### config.mk
export PLATFORM = sky130hd
export DESIGN_NAME = clk_fwd_diff
export DESIGN_NICKNAME = d
export VERILOG_FILES = /design/src/rtl/clk_fwd_diff.sv
export SDC_FILE = /design/constraint.sdc
export NUM_CORES = 1
export LEC_CHECK = 0
export ABC_AREA = 1
export BUFFER_PORTS_ARGS = -buffer_cell sky130_fd_sc_hd__buf_2
export CORE_MARGIN = 1.5
export CORE_UTILIZATION = 39
export CTS_BUF_LIST = sky130_fd_sc_hd__clkbuf_4
export CTS_CLUSTER_DIAMETER = 60
export CTS_CLUSTER_SIZE = 40
export DETAILED_ROUTE_END_ITERATION = 8
export GPL_TIMING_DRIVEN = 0
export SLEW_MARGIN = 25
export SYNTH_ARGS = -nofsm -noshare
export SYNTH_HDL_FRONTEND = slang
export SYNTH_SLANG_ARGS = --single-unit
### constraint.sdc
create_clock -name clk -period 3.85 [get_ports clk]
set_input_delay 0.385 -clock clk [delete_from_list [all_inputs] [get_ports clk]]
set_output_delay 0.385 -clock clk [all_outputs]
set_load 0.02 [all_outputs]
### src/rtl/clk_fwd_diff.sv
// Purpose : forwarded-clock transmitter; divides clk and drives a registered complementary pair off-chip.
// Latency : an accepted start makes clk_p active on the same edge, so the first active edge follows start by 1 cycle.
// Backpress: none; start/stop are single-cycle requests, and start is ignored while busy.
//
// Ports:
//   clk, rst_n          system clock (rising edge) and asynchronous active-low reset
//   start, stop         single-cycle requests to begin/end forwarding
//   div[DIV_W-1:0]      half-period minus one in clk cycles, captured on an accepted start
//   clk_p, clk_n        forwarded clock pair; both are flops fed from one next-state value
//   busy                high from the accepted start until the drain completes
//   rise_stb, fall_stb  one-cycle strobes aligned with clk_p going active / returning idle
//   burst_len, done     only with CLK_FWD_BURST_EN: auto-stop after burst_len active edges,
//                       done pulses in the cycle busy falls
//
// Optional feature macro: CLK_FWD_BURST_EN

module clk_fwd_diff #(
    parameter int   DIV_W    = 8,
    parameter logic IDLE_LVL = 1'b0
) (
    input  logic             clk,
    input  logic             rst_n,
    input  logic             start,
    input  logic             stop,
    input  logic [DIV_W-1:0] div,
`ifdef CLK_FWD_BURST_EN
    input  logic [15:0]      burst_len,
    output logic             done,
`endif
    output logic             clk_p,
    output logic             clk_n,
    output logic             busy,
    output logic             rise_stb,
    output logic             fall_stb
);

    typedef enum logic [1:0] {
        ST_IDLE  = 2'd0,
        ST_RUN   = 2'd1,
        ST_DRAIN = 2'd2
    } state_t;

    localparam logic [DIV_W-1:0] CNT_ONE = {{(DIV_W-1){1'b0}}, 1'b1};

    state_t           state_q, state_d;
    logic [DIV_W-1:0] cnt_q, cnt_d;
    logic [DIV_W-1:0] div_q, div_d;
    logic             lvl_q, lvl_d;      // current clk_p level
    logic             clkn_q;
    logic             busy_q, busy_d;
    logic             rise_q, rise_d;
    logic             fall_q, fall_d;
    logic             phase_end;
    logic             auto_stop;

`ifdef CLK_FWD_BURST_EN
    logic [15:0]      burst_q, burst_d;
    logic [15:0]      rcnt_q, rcnt_d;    // active edges produced in this run
    logic             done_q, done_d;

    // The last requested active edge has been produced; the rest of the run
    // then leaves through the ordinary drain path.
    assign auto_stop = (burst_q != 16'd0) && (rcnt_q == burst_q);
`else
    assign auto_stop = 1'b0;
`endif

    assign phase_end = (cnt_q == div_q);

    always_comb begin
        state_d = state_q;
        cnt_d   = cnt_q;
        div_d   = div_q;
        lvl_d   = lvl_q;
        busy_d  = busy_q;
        rise_d  = 1'b0;
        fall_d  = 1'b0;
`ifdef CLK_FWD_BURST_EN
        burst_d = burst_q;
        rcnt_d  = rcnt_q;
        done_d  = 1'b0;
`endif
        case (state_q)
            ST_IDLE: begin
                // start wins over a coincident stop here
                if (start) begin
                    state_d = ST_RUN;
                    div_d   = div;
                    cnt_d   = '0;
                    busy_d  = 1'b1;
                    lvl_d   = ~IDLE_LVL;
                    rise_d  = 1'b1;
`ifdef CLK_FWD_BURST_EN
                    burst_d = burst_len;
                    rcnt_d  = 16'd1;
`endif
                end
            end
            ST_RUN, ST_DRAIN: begin
                cnt_d = cnt_q + CNT_ONE;
                if (phase_end) begin
                    cnt_d = '0;
                    if (lvl_q != IDLE_LVL) begin
                        lvl_d  = IDLE_LVL;
                        fall_d = 1'b1;
                    end else if (state_q == ST_DRAIN) begin
                        // Idle phase has run its full width: suppress the
                        // rising toggle so no runt pulse reaches the pins.
                        state_d = ST_IDLE;
                        busy_d  = 1'b0;
`ifdef CLK_FWD_BURST_EN
                        done_d  = 1'b1;
`endif
                    end else begin
                        lvl_d  = ~IDLE_LVL;
                        rise_d = 1'b1;
`ifdef CLK_FWD_BURST_EN
                        rcnt_d = rcnt_q + 16'd1;
`endif
                    end
                end
                if ((state_q == ST_RUN) && (stop || auto_stop)) begin
                    state_d = ST_DRAIN;
                end
            end
            default: begin
                state_d = ST_IDLE;
            end
        endcase
    end

    always_ff @(posedge clk or negedge rst_n) begin
        if (!rst_n) begin
            state_q <= ST_IDLE;
            cnt_q   <= '0;
            div_q   <= '0;
            lvl_q   <= IDLE_LVL;
            clkn_q  <= ~IDLE_LVL;
            busy_q  <= 1'b0;
            rise_q  <= 1'b0;
            fall_q  <= 1'b0;
        end else begin
            state_q <= state_d;
            cnt_q   <= cnt_d;
            div_q   <= div_d;
            lvl_q   <= lvl_d;
            clkn_q  <= ~lvl_d;   // same source as clk_p keeps the legs aligned
            busy_q  <= busy_d;
            rise_q  <= rise_d;
            fall_q  <= fall_d;
        end
    end

`ifdef CLK_FWD_BURST_EN
    always_ff @(posedge clk or negedge rst_n) begin
        if (!rst_n) begin
            burst_q <= 16'd0;
            rcnt_q  <= 16'd0;
            done_q  <= 1'b0;
        end else begin
            burst_q <= burst_d;
            rcnt_q  <= rcnt_d;
            done_q  <= done_d;
        end
    end

    assign done = done_q;
`endif

    assign clk_p    = lvl_q;
    assign clk_n    = clkn_q;
    assign busy     = busy_q;
    assign rise_stb = rise_q;
    assign fall_stb = fall_q;

endmodule

### After elaboration in Yosys (flattened, before gate mapping)

Index checks and enable logic that the tools add are counted.

| storage, ports and cells | value |
|---|---|
| flip-flop bits (word level) | 23 |
| bits of input ports | 12 |
| output and inout port bits | 5 |
| word-level logic and storage cells | 53 |

| operators by class | value |
|---|---|
| $add $sub $neg | 1 |
| equal/unequal tests | 10 |
| muxes and demuxes | 25 |
| bitwise gates (word level) | 1 |
| reduce and logical (&&, ||, !) cells | 8 |

Operator list:

| operator | number |
|---|---|
| two-way mux 8 bit | 2 |
| one-hot mux 8 bit (2 select lines) | 1 |
| two-way mux 1 bit | 13 |
| two-way mux 2 bit | 5 |
| inequality test 3 bit (second input constant) | 3 |
| adder 8 x 1 -> 8 bit (second input constant) | 1 |
| == test 8 bit | 1 |
| inequality test 2 bit (second input constant) | 4 |
| one-hot mux 1 bit (2 select lines) | 3 |
| AND reduction 5 bit | 1 |
| one-hot mux 2 bit (2 select lines) | 1 |
| AND reduction 2 bit | 2 |
| AND reduction 4 bit | 1 |
| == test 2 x 1 -> 1 bit (second input constant) | 1 |
| == test 2 bit (second input constant) | 1 |
| logical NOT 2 bit | 1 |
| nonzero test 2 bit | 1 |
| OR reduction 2 bit | 1 |
| logical AND 1 bit | 1 |
| inverter 1 bit | 1 |

### Logic depth before layout (Yosys ltp)

Gate-level depths: netlist (run 1).

| logic depth | value |
|---|---|
| depth after elaboration | 6 |
| depth in mapped cells | 10 |
| mapped depth without buffers | 10 |

### Least setup slack after synthesis (run 1)

OpenSTA, ideal clock, no wires.

| timing path | value |
|---|---|
| kind | register -> register |
| start | register state_q[0] |
| end | register cnt_q[3] |
| library setup time | 0.120 ns |
| arrival | 1.309 ns |
| data required time | 3.730 ns |
| slack | 2.421 ns |
| stages on the path, launching flop included | 10 |
| buffers on the path | 0 |
| period minus slack after synthesis | 1.429 ns |
| cells stage by stage | dfrtp_1 > inv_1 > ha_1 > inv_2 > nor2_2 > nor2_4 > inv_6 > nor2_1 > xor2_1 > nor2_1 |

| between the ends | value |
|---|---|
| longest elaborated chain between the ends | 4 |

RTL lines:

| what | RTL line | RTL |
|---|---|---|
| from (decl) | 45 | `state_t state_q, state_d;` |
| from (signal assigned) | 143 | `state_q <= state_d;` |
| == test 2 bit / == test 2 x 1 -> 1 bit (equally long branches) | 83 | `case (state_q)` |
| OR reduction 2 bit | 83 |  |
| nonzero test 2 bit (no line) | -- |  |
| AND reduction 2 bit (no line) | -- |  |
| to (signal assigned) | 144 | `cnt_q <= cnt_d;` |
| to (decl) | 46 | `logic [DIV_W-1:0] cnt_q, cnt_d;` |

Several ways; a longest one is shown, not always the timed one.
A chain may end at the register's enable or synchronous reset.

### Final worst setup path (run 1)

| timing path | value |
|---|---|
| start | register state_q[0] |
| end | register cnt_q[5] |

Same word-level chain as after synthesis.

==> results of run 1 <==
## through the flow
stage	power (mW)	util, %
after CTS	1.038	45.16
after global routing	1.134	45.16
after global placement	0.8989	44.26
final	1.026	45.16
after floorplan	0.7938	-
after detailed placement	0.9145	44.26
## cells in the final DEF (no fill, tap or decap), types with 3 or more instances in the layout
cell type / synthesis / final
xnor2_1: 7 / 7
nor2_2: 3 / 3
inv_1: 17 / 17
dfrtp_1: 22 / 22
ha_1: 5 / 5
nor2_1: 14 / 14
inv_2: 3 / 3
xor2_1: 5 / 5
nand2_1: 54 / 54
buf_2: 1 / 17
clkbuf_4: 0 / 4
o21ai_0: 4 / 4
nand3_1: 10 / 10
## worst min-delay path by stage
stage	start	to	slack, ns	cells after the start
4_1_cts	rst_n	rise_stb	0.03	1
5_1_grt	rst_n	async pin	0.04	1
6_report	rst_n	rise_stb	0.003	1
3_5_place_dp	rst_n	rise_stb	0.39	1
3_3_place_gp	rst_n	busy	0.38	1
2_1_floorplan	rst_n	async pin	0.09	0
## state kept, by name, summed over array words and instances, names as in the netlist, named ones only
| signal | cells |
|---|---|
| clk_n | 1 |
| cnt_q | 8 |
| state_q | 2 |
| div_q | 8 |
| busy | 1 |
| fall_stb | 1 |
| rise_stb | 1 |
## layer usage
metal	track usage (%)	wire (um)	part of all wire, %	up-vias
met4	5.775	49	2.0	0
met2	21.58	1097	45	19
li1	-	-	-	549
met3	2.941	114	4.7	5
met5	0	0	0	-
met1	21.86	1164	48	485
## power groups by stage
stage	Combinational, mW	Clock [mW]	Sequential (mW)
after floorplan	0.389	0	0.405
after global placement	0.512	0	0.387
after detailed placement	0.523	0	0.392
after CTS	0.526	0.126	0.386
after global routing	0.600	0.136	0.399
final	0.518	0.123	0.384
## cell families after synthesis
group | Yosys count
and+or+nand+nor | 94
buffers and inverters | 23
DFF | 23
xor gates and xnor gates | 12
AOI/OAI and AO/OA | 8
adders and majority gates | 5
## area by class of cell
type / instances / area, um^2
Buffer: 2 / 16.27
Clock buffer: 4 / 30.03
Fill cell: 359 / 1815
Inverter: 21 / 83.83
Multi-Input combinational cell: 119 / 650.6
Sequential cell: 23 / 576.8
Tap cell: 46 / 57.56
Timing Repair Buffer: 16 / 80.08
==> metrics.txt, run 1 <==
outcome finished, final reports clean; Slew Limit Fails 0; post-CTS resize count 0; r2r startpoint state_q[0]; critical path depth in cells 9; Clock Latency Late Sink 0.32 ns; Residual DRC 0; Initial DRC Count 60; peak fanout along the critical path 7; core area 3311 um^2; die height 61.34 um; Synth Area in Adders 4.713%; Async SR Flop Fraction 100.0%; worst r2r path cells 9; DP Wirelength 1938 um; max incr delay on CP 0.41 ns; top cell type's share of synthesized area 41.47%; Remaining Overflow, GRT 0; Final Instance Area 1495 um^2; port bufs 16; count leader, synth nand2_1; setup TNS 0 ns; synth cell count leaders nand2_1, dfrtp_1, inv_1, nor2_1, nand3_1; Seq pwr share 37.5%; Starting Density 40.10%; Final Routed Wirelength 2427 um; reg2reg end cnt_q[5]; total CTS buffers 3; die area 3763 um^2; final worst-path cycle share 42.04%; via count 1,058; Cells after Synth 165; CTS tree yes; Clock Power Share 12.0%; crit path capture cnt_q[5]; GRT Util Overall 14.89%; NetSw 0.4621 mW; RSZ-0062 raised after global routing false; Post-CTS Hold Fix Bufs 0; mux share of post-synthesis cell area 0%; number of global-route vias before repair 946; critical path cell sequence inv_1, ha_1, inv_2, nor2_2, nor2_4, inv_6, o31ai_1, nand2_1, nor2_1; Net Count, Synth 182; Compound-Gate Fraction of Synth Area 3.299%; width of the die 61.34 um; CTS clock-pin slew for the worst setup and hold paths 0.13 ns; Post-synth EDFFs 0; DR WL/cell 10.51 um; crit path from state_q[0]; Crit Path Class reg2reg; PwrDens 685.9 nW/um^2; postcts setup bufs 0; layout cell share with drive strength beyond 1 21.08%; Clock Skew 0.005305 ns; Cell Area, Placed 1465 um^2; row cnt 21; reg-to-reg slack, setup 2.23 ns; Cell Area, Synth 1328 um^2; Cell Int Power 0.5636 mW; Synth area leaders dfrtp_1, nand2_1, inv_1; Rel. slew slack 66.86%; routed vias/inst 4.580; Max VDD drop 0.0002951 V; predominant post-synthesis flop cell dfrtp_1; initial antenna violation count 0; HP Class in2async; Layout area overhead 12.63%; Final Hold Viols 0; CP max stage cell dfrtp_1; Synth cell types 27; CP endpoint kind flop; sequential share of the synthesized area 43.45%; routability cong. 0.7924; CTS HTree Levels 1; post-route antenna net violation count 0; switching share of power 45.05%; Root Buffer clkbuf_4; Final Setup Violations 0; Top Ports 17; CP arrival 1.88 ns; YS warnings 0; Non-Filler Instances 231; Synth Area in Simple Gates 33.08%; worst-margin pin slew 0.4972 ns; #FFs+latches synth 23; CTS Sinks 23; Achievable Freq 617.8 MHz; hold slack 0.003500 ns; largest net degree at the start of global routing 24; DP Cell Count 227; clk buf depth 2; Syn Area/Cell 8.046 um^2; Final nets 203; Max Cap Viol 0; first-pass GRT wire length 4077 um; Comb power frac 50.5%; LEAKAGE 0.7698 nW; worst endpoint required time 4.11 ns; Diodes inserted 0; main combinational cell family by area after synthesis simple AND/OR/NAND/NOR gates; Post-Synth XOR/XNOR Area 7.917%; CP Launch Type flop; Final min period 1.619 ns; dominant cell type by area after synthesis dfrtp_1; family with the most delay on the worst path simple AND/OR/NAND/NOR gates; Pre-antenna DRT Iters 4; WP buf/inv 3; fin worst setup slack 2.231 ns; Setup WS pre-CTS 2.258 ns
(Power assumes the default switching activity.)
==> run 2, diff against run 1 <==
clock period = 1.3 ns   (was 3.85 ns; I/O delays follow)
==> metrics.txt, run 2 (synthesis gave the netlist of run 1 again) <==
outcome complete, but fails checks; failing checks negative hold slack, negative setup slack; crit path capture cnt_q[5]; reg-to-reg slack, setup -0.15 ns (-2.39 ns); Initial DRC Count 74 (+23%); Clock Power Share 9.2% (-2.8 points); Residual DRC 0 (unchanged); die height 61.34 um (unchanged); crit path from state_q[0]; Max VDD drop 0.0009429 V (+220%); largest net degree at the start of global routing 24 (unchanged); Top Registers cnt_q (8), div_q (8), state_q (2); CP Launch Type flop; Clock Latency Late Sink 0.33 ns (about the same); reg2reg end cnt_q[5]; Multi-input gate area 823.3 um^2 (+27%); first-pass GRT wire length 4843 um (+19%); Final Setup Violations 20 (+20); Root Buffer clkbuf_4; Crit Path Class reg2reg; number of global-route vias before repair 1,127 (+19%); row cnt 21 (unchanged); LEAKAGE 0.9094 nW (+18%); GRT Util Overall 17.45% (+2.6 points); final worst-path cycle share 111.8% (+70 points); r2r startpoint state_q[0]; PwrDens 2085 nW/um^2 (+200%); fin util 56.35% (+11 points); DR WL/cell 12.01 um (+14%); Achievable Freq 687.8 MHz (+11%); CTS tree yes; Seq pwr share 29.7% (-7.8 points); Final Routed Wirelength 3039 um (+25%); CP arrival 1.73 ns (-0.15 ns); Layout area overhead 40.53%; via count 1,185 (+12%); worst-margin pin slew 0.5084 ns (+0.01126 ns); most frequent cells in the layout nand2_1, dfrtp_1, buf_2; HP Class in2reg; post-route antenna net violation count 0 (unchanged); port bufs 16 (unchanged); Diodes inserted 0 (unchanged); peak fanout along the critical path 4 (-3); DP Wirelength 1924 um (-0.72%); initial antenna violation count 0 (unchanged); critical path cell sequence inv_2, ha_4, inv_4, nor2_4, nor2_4, inv_6, o31ai_4, nand2_1, nor2_1; Rel. slew slack 66.10% (-0.75 points); total CTS buffers 3 (unchanged); Slew Limit Fails 0 (unchanged); width of the die 61.34 um (unchanged); Top Ports 17 (unchanged); Final nets 225 (+11%); CTS Sinks 23 (unchanged); fin worst setup slack -0.1540 ns (-2.385 ns); RSZ-0062 raised after global routing true; Clock Skew 0.005367 ns (+0.00006248 ns); worst endpoint required time 1.57 ns (-2.54 ns); core area 3311 um^2 (unchanged); die area 3763 um^2 (unchanged); Cell Int Power 2.119 mW (+280%); Final min period 1.454 ns (-0.1647 ns); NetSw 1.772 mW (+280%); routability cong. 0.7738 (-2.3%); Comb power frac 61.1% (+11 points); routed vias/inst 4.684 (+2.3%); Final Hold Viols 2 (+2); register area 578.1 um^2 (+0.22%); CTS HTree Levels 1 (unchanged); max incr delay on CP 0.43 ns (+0.02 ns); Max Cap Viol 0 (unchanged); hold slack -0.001656 ns (-0.005156 ns); CTS clock-pin slew for the worst setup and hold paths 0.14 ns (about the same); CP endpoint kind flop; switching share of power 45.54% (+0.49 points); critical path's most frequent cell nor2_4; CP max stage cell dfrtp_1; layout cell share with drive strength beyond 1 43.48% (+22 points); Setup WS pre-CTS -0.2747 ns (-2.533 ns); clk buf depth 2 (unchanged); Pre-antenna DRT Iters 5 (+1); # fillers 307 (-14%); Starting Density 40.10% (unchanged); Remaining Overflow, GRT 0 (unchanged); worst r2r path cells 9 (unchanged); commonest non-fill, non-tap cell in the layout nand2_1
==> run 2: cell types whose count changed in the layout (fill, tap and decap cells not counted), sizes merged <==
cell | before | now
dlygate4sd3 | 0 | 3
clkinv | 0 | 1
clkbuf | 4 | 3
buf | 18 | 37
==> run 2: worst max-delay path: cells and delay by family, from the launching register on <==
family	cells	cell delay, ns
adders and majority gates	1	0.17
DFF	1	0.43
buffers and inverters	3	0.21
AOI/OAI and AO/OA	1	0.18
and+or+nand+nor	4	0.40
==> run 2: worst min path at each step <==
stage / start / to / slack, ns / cells after the start
after floorplan: rst_n / async pin / -0.17 / 0
after global placement: rst_n / div_q[0] / 0.13 / 1
after detailed placement: rst_n / div_q[0] / 0.14 / 1
after CTS: div[7] / div_q[7] / 0.0003 / 3
after global routing: div[1] / div_q[1] / 0.01 / 3
final: div[5] / div_q[5] / -0.002 / 3
==> run 2: timing repair <==
| item | 4_1_cts | 5_1_grt |
|---|---|---|
| setup endpoints to repair | 22 | 22 |
| setup buffers | 14 | 7 |
| gates resized for setup | 31 | 20 |
| hold buffers | 3 | 0 |
| hold endpoints to repair | 24 | 0 |
| pin swaps | 9 | 9 |
==> run 2: metrics by stage <==
stage | cells | power, mW | TNS, ns | hold WS (ns) | area [um^2]
after floorplan | 165 | 2.401 | -0.3704 | -0.1656 | 1349
after global placement | 227 | 2.704 | -1.935 | 0.1280 | 1486
after detailed placement | 227 | 2.745 | -2.652 | 0.1361 | 1486
after CTS | 248 | 3.575 | -1.839 | 0.0002653 | 1754
after global routing | 253 | 4.202 | -3.914 | 0.01300 | 1866
final | 253 | 3.891 | -1.952 | -0.001656 | 1866
==> run 2: layout make-up <==
class | count | share of cell area (%)
multi-input combinational | 119 | 44.13
sequential | 23 | 30.99
timing repair buffer | 38 | 14.55
inverter | 21 | 4.762
tap | 46 | 3.085
clock buffer | 3 | 1.207
buffer | 2 | 1.006
clock inverter | 1 | 0.2683
==> run 2: power groups by stage <==
stage	combinational, mW	sequential [mW]	clock [mW]
floorplan	1.20	1.20	0
global placement	1.56	1.14	0
detailed placement	1.59	1.15	0
CTS	2.07	1.15	0.359
global route	2.63	1.19	0.385
finish	2.38	1.15	0.358
==> run 2: metal layers <==
layer / vias up / track usage [%] / share of wire, %
met3: 4 / 2.311 / 5.6
li1: 593 / - / -
met1: 556 / 22.35 / 43
met2: 32 / 30.85 / 50
met5: - / 0 / 0
met4: 0 / 4.863 / 1.3
==> run 3, diff against run 2 <==
CORE_MARGIN = 4   (was 1.5)
CORE_UTILIZATION = 45   (was 39)
PLACE_DENSITY = 0.67   (was not set)
==> metrics.txt, run 3 (synthesis gave the netlist of run 1 again) <==
failing checks negative setup slack; largest net degree at the start of global routing 24 (unchanged); Final min period 1.490 ns (+0.03567 ns); clk buf depth 2 (unchanged); worst-margin pin slew 0.5135 ns (+0.005036 ns); via count 1,227 (+3.5%); core area 2781 um^2 (-16%); fin worst setup slack -0.1896 ns (-0.03567 ns); initial antenna violation count 0 (unchanged); fin util 68.87% (+13 points); worst r2r path cells 9 (unchanged); CP Launch Type flop; CTS HTree Levels 1 (unchanged); routed vias/inst 5.155 (+10%); peak fanout along the critical path 4 (unchanged); Top Ports 17 (unchanged); Diodes inserted 0 (unchanged); HP Class in2reg; GRT Util Overall 15.59% (-1.9 points); reg2reg end cnt_q[5]; worst endpoint required time 1.56 ns (about the same); DP Wirelength 1931 um (+0.34%); Initial DRC Count 42 (-43%); width of the die 62.32 um (+1.6%); DP Cell Count 212 (-6.6%); Starting Density 47.73% (+7.6 points); Top Registers cnt_q (8), div_q (8), state_q (2); Slew Limit Fails 0 (unchanged); CTS tree yes; CTS clock-pin slew for the worst setup and hold paths 0.13 ns (about the same); setup TNS -1.672 ns (+0.2802 ns); routability cong. 0.8794 (+14%); die area 3883 um^2 (+3.2%); Clock Skew 0.01038 ns (+0.005017 ns); reg-to-reg slack, setup -0.19 ns (-0.04 ns); CTS Sinks 23 (unchanged); Final Instance Area 1916 um^2 (+2.7%); LEAKAGE 0.9376 nW (+3.1%); outcome complete, but fails checks; Crit Path Class reg2reg; RSZ-0062 raised after global routing true; Final Routed Wirelength 3458 um (+14%); HP Start div[2]; Root Buffer clkbuf_4; most frequent cells in the layout nand2_1, dfrtp_1, buf_2; Final nets 225 (unchanged); commonest non-fill, non-tap cell in the layout nand2_1; hold depth 3 (unchanged); Layout area overhead 44.30%; final worst-path cycle share 114.6% (+2.7 points); Clock Latency Late Sink 0.32 ns (about the same); r2r startpoint state_q[1]; total power 4.164 mW (+7.0%); Non-Filler Instances 238 (-5.9%); PwrDens 2174 nW/um^2 (+4.2%); Hold Path Sink div_q[2]; total CTS buffers 3 (unchanged); CP endpoint kind flop; Pre-antenna DRT Iters 4 (-1); port bufs 16 (unchanged); DR WL/cell 14.53 um (+21%); Residual DRC 0 (unchanged); first-pass GRT wire length 5050 um (+4.3%); row cnt 19 (-9.5%); Setup WS pre-CTS -0.2307 ns (+0.04396 ns); number of global-route vias before repair 1,206 (+7.0%); die height 62.32 um (+1.6%); Achievable Freq 671.3 MHz (-2.4%); Final Hold Viols 0 (-2); Cell Area, Placed 1468 um^2 (-1.3%); post-route antenna net violation count 0 (unchanged); Max Cap Viol 0 (unchanged); CP arrival 1.75 ns (+0.02 ns); Rel. slew slack 65.77% (-0.34 points); hold slack 0.009410 ns (+0.01107 ns); Final Setup Violations 14 (-30%); layout cell share with drive strength beyond 1 48.79% (+5.3 points); Remaining Overflow, GRT 0 (unchanged); Max VDD drop 0.001729 V (+83%)
run 3: cell types whose count changed in the layout (fill, tap and decap cells not counted), sizes merged:
cell / before / now
clkinv: 1 / 0
dlygate4sd3: 3 / 4
buf: 37 / 36
clkbuf: 3 / 4
run 3: critical path: stages (launching register included):
cell and delay [ns]:
dfrtp_1 0.42, inv_2 0.07, ha_4 0.18, inv_4 0.06, nor2_4 0.04, nor2_4 0.21, inv_6 0.08, o31ai_2 0.20
nand2_1 0.08, nor2_1 0.10
run 3: worst max path at each step:
stage / to / slack (ns) / from
2_1_floorplan: cnt_q[4] / -0.09 / state_q[1]
3_3_place_gp: cnt_q[5] / -0.20 / state_q[0]
3_5_place_dp: cnt_q[5] / -0.23 / state_q[0]
4_1_cts: cnt_q[5] / -0.12 / cnt_q[2]
5_1_grt: cnt_q[5] / -0.30 / state_q[1]
6_report: cnt_q[5] / -0.19 / state_q[1]
run 3: layout make-up:
| class | instances | area, um^2 |
|---|---|---|
| plain buffers | 1 | 11.26 |
| clock buffers | 4 | 30.03 |
| fillers | 204 | 865.8 |
| inverters | 21 | 91.34 |
| multi-input cells | 119 | 880.8 |
| flip-flops and latches | 23 | 578.1 |
| well taps | 31 | 38.79 |
| repair buffers | 39 | 285.3 |
run 3: what timing repair did:
item                                    4_1_cts  5_1_grt
hold buffers                                  4        0
endpoints found under the hold margin        25        0
buffers inserted                             13        7
pin swaps                                    19       15
resized for setup                            29       43
endpoints found under the setup margin       22       23
run 3: power by group:
part / internal, mW / total, mW / leakage, nW / switching (mW)
Clock: 0.141 / 0.362 / 0.0184 / 0.221
Combinational: 1.14 / 2.65 / 0.626 / 1.51
Sequential: 0.962 / 1.15 / 0.293 / 0.190
run 3: metal layers:
metal | global-route usage (%) | vias to the layer above | share of wire [%]
met1 | 19.47 | 587 | 40
met2 | 26.94 | 32 | 53
met5 | 0 | - | 0
met3 | 2.162 | 10 | 4.4
li1 | - | 598 | -
met4 | 6.101 | 0 | 3.2
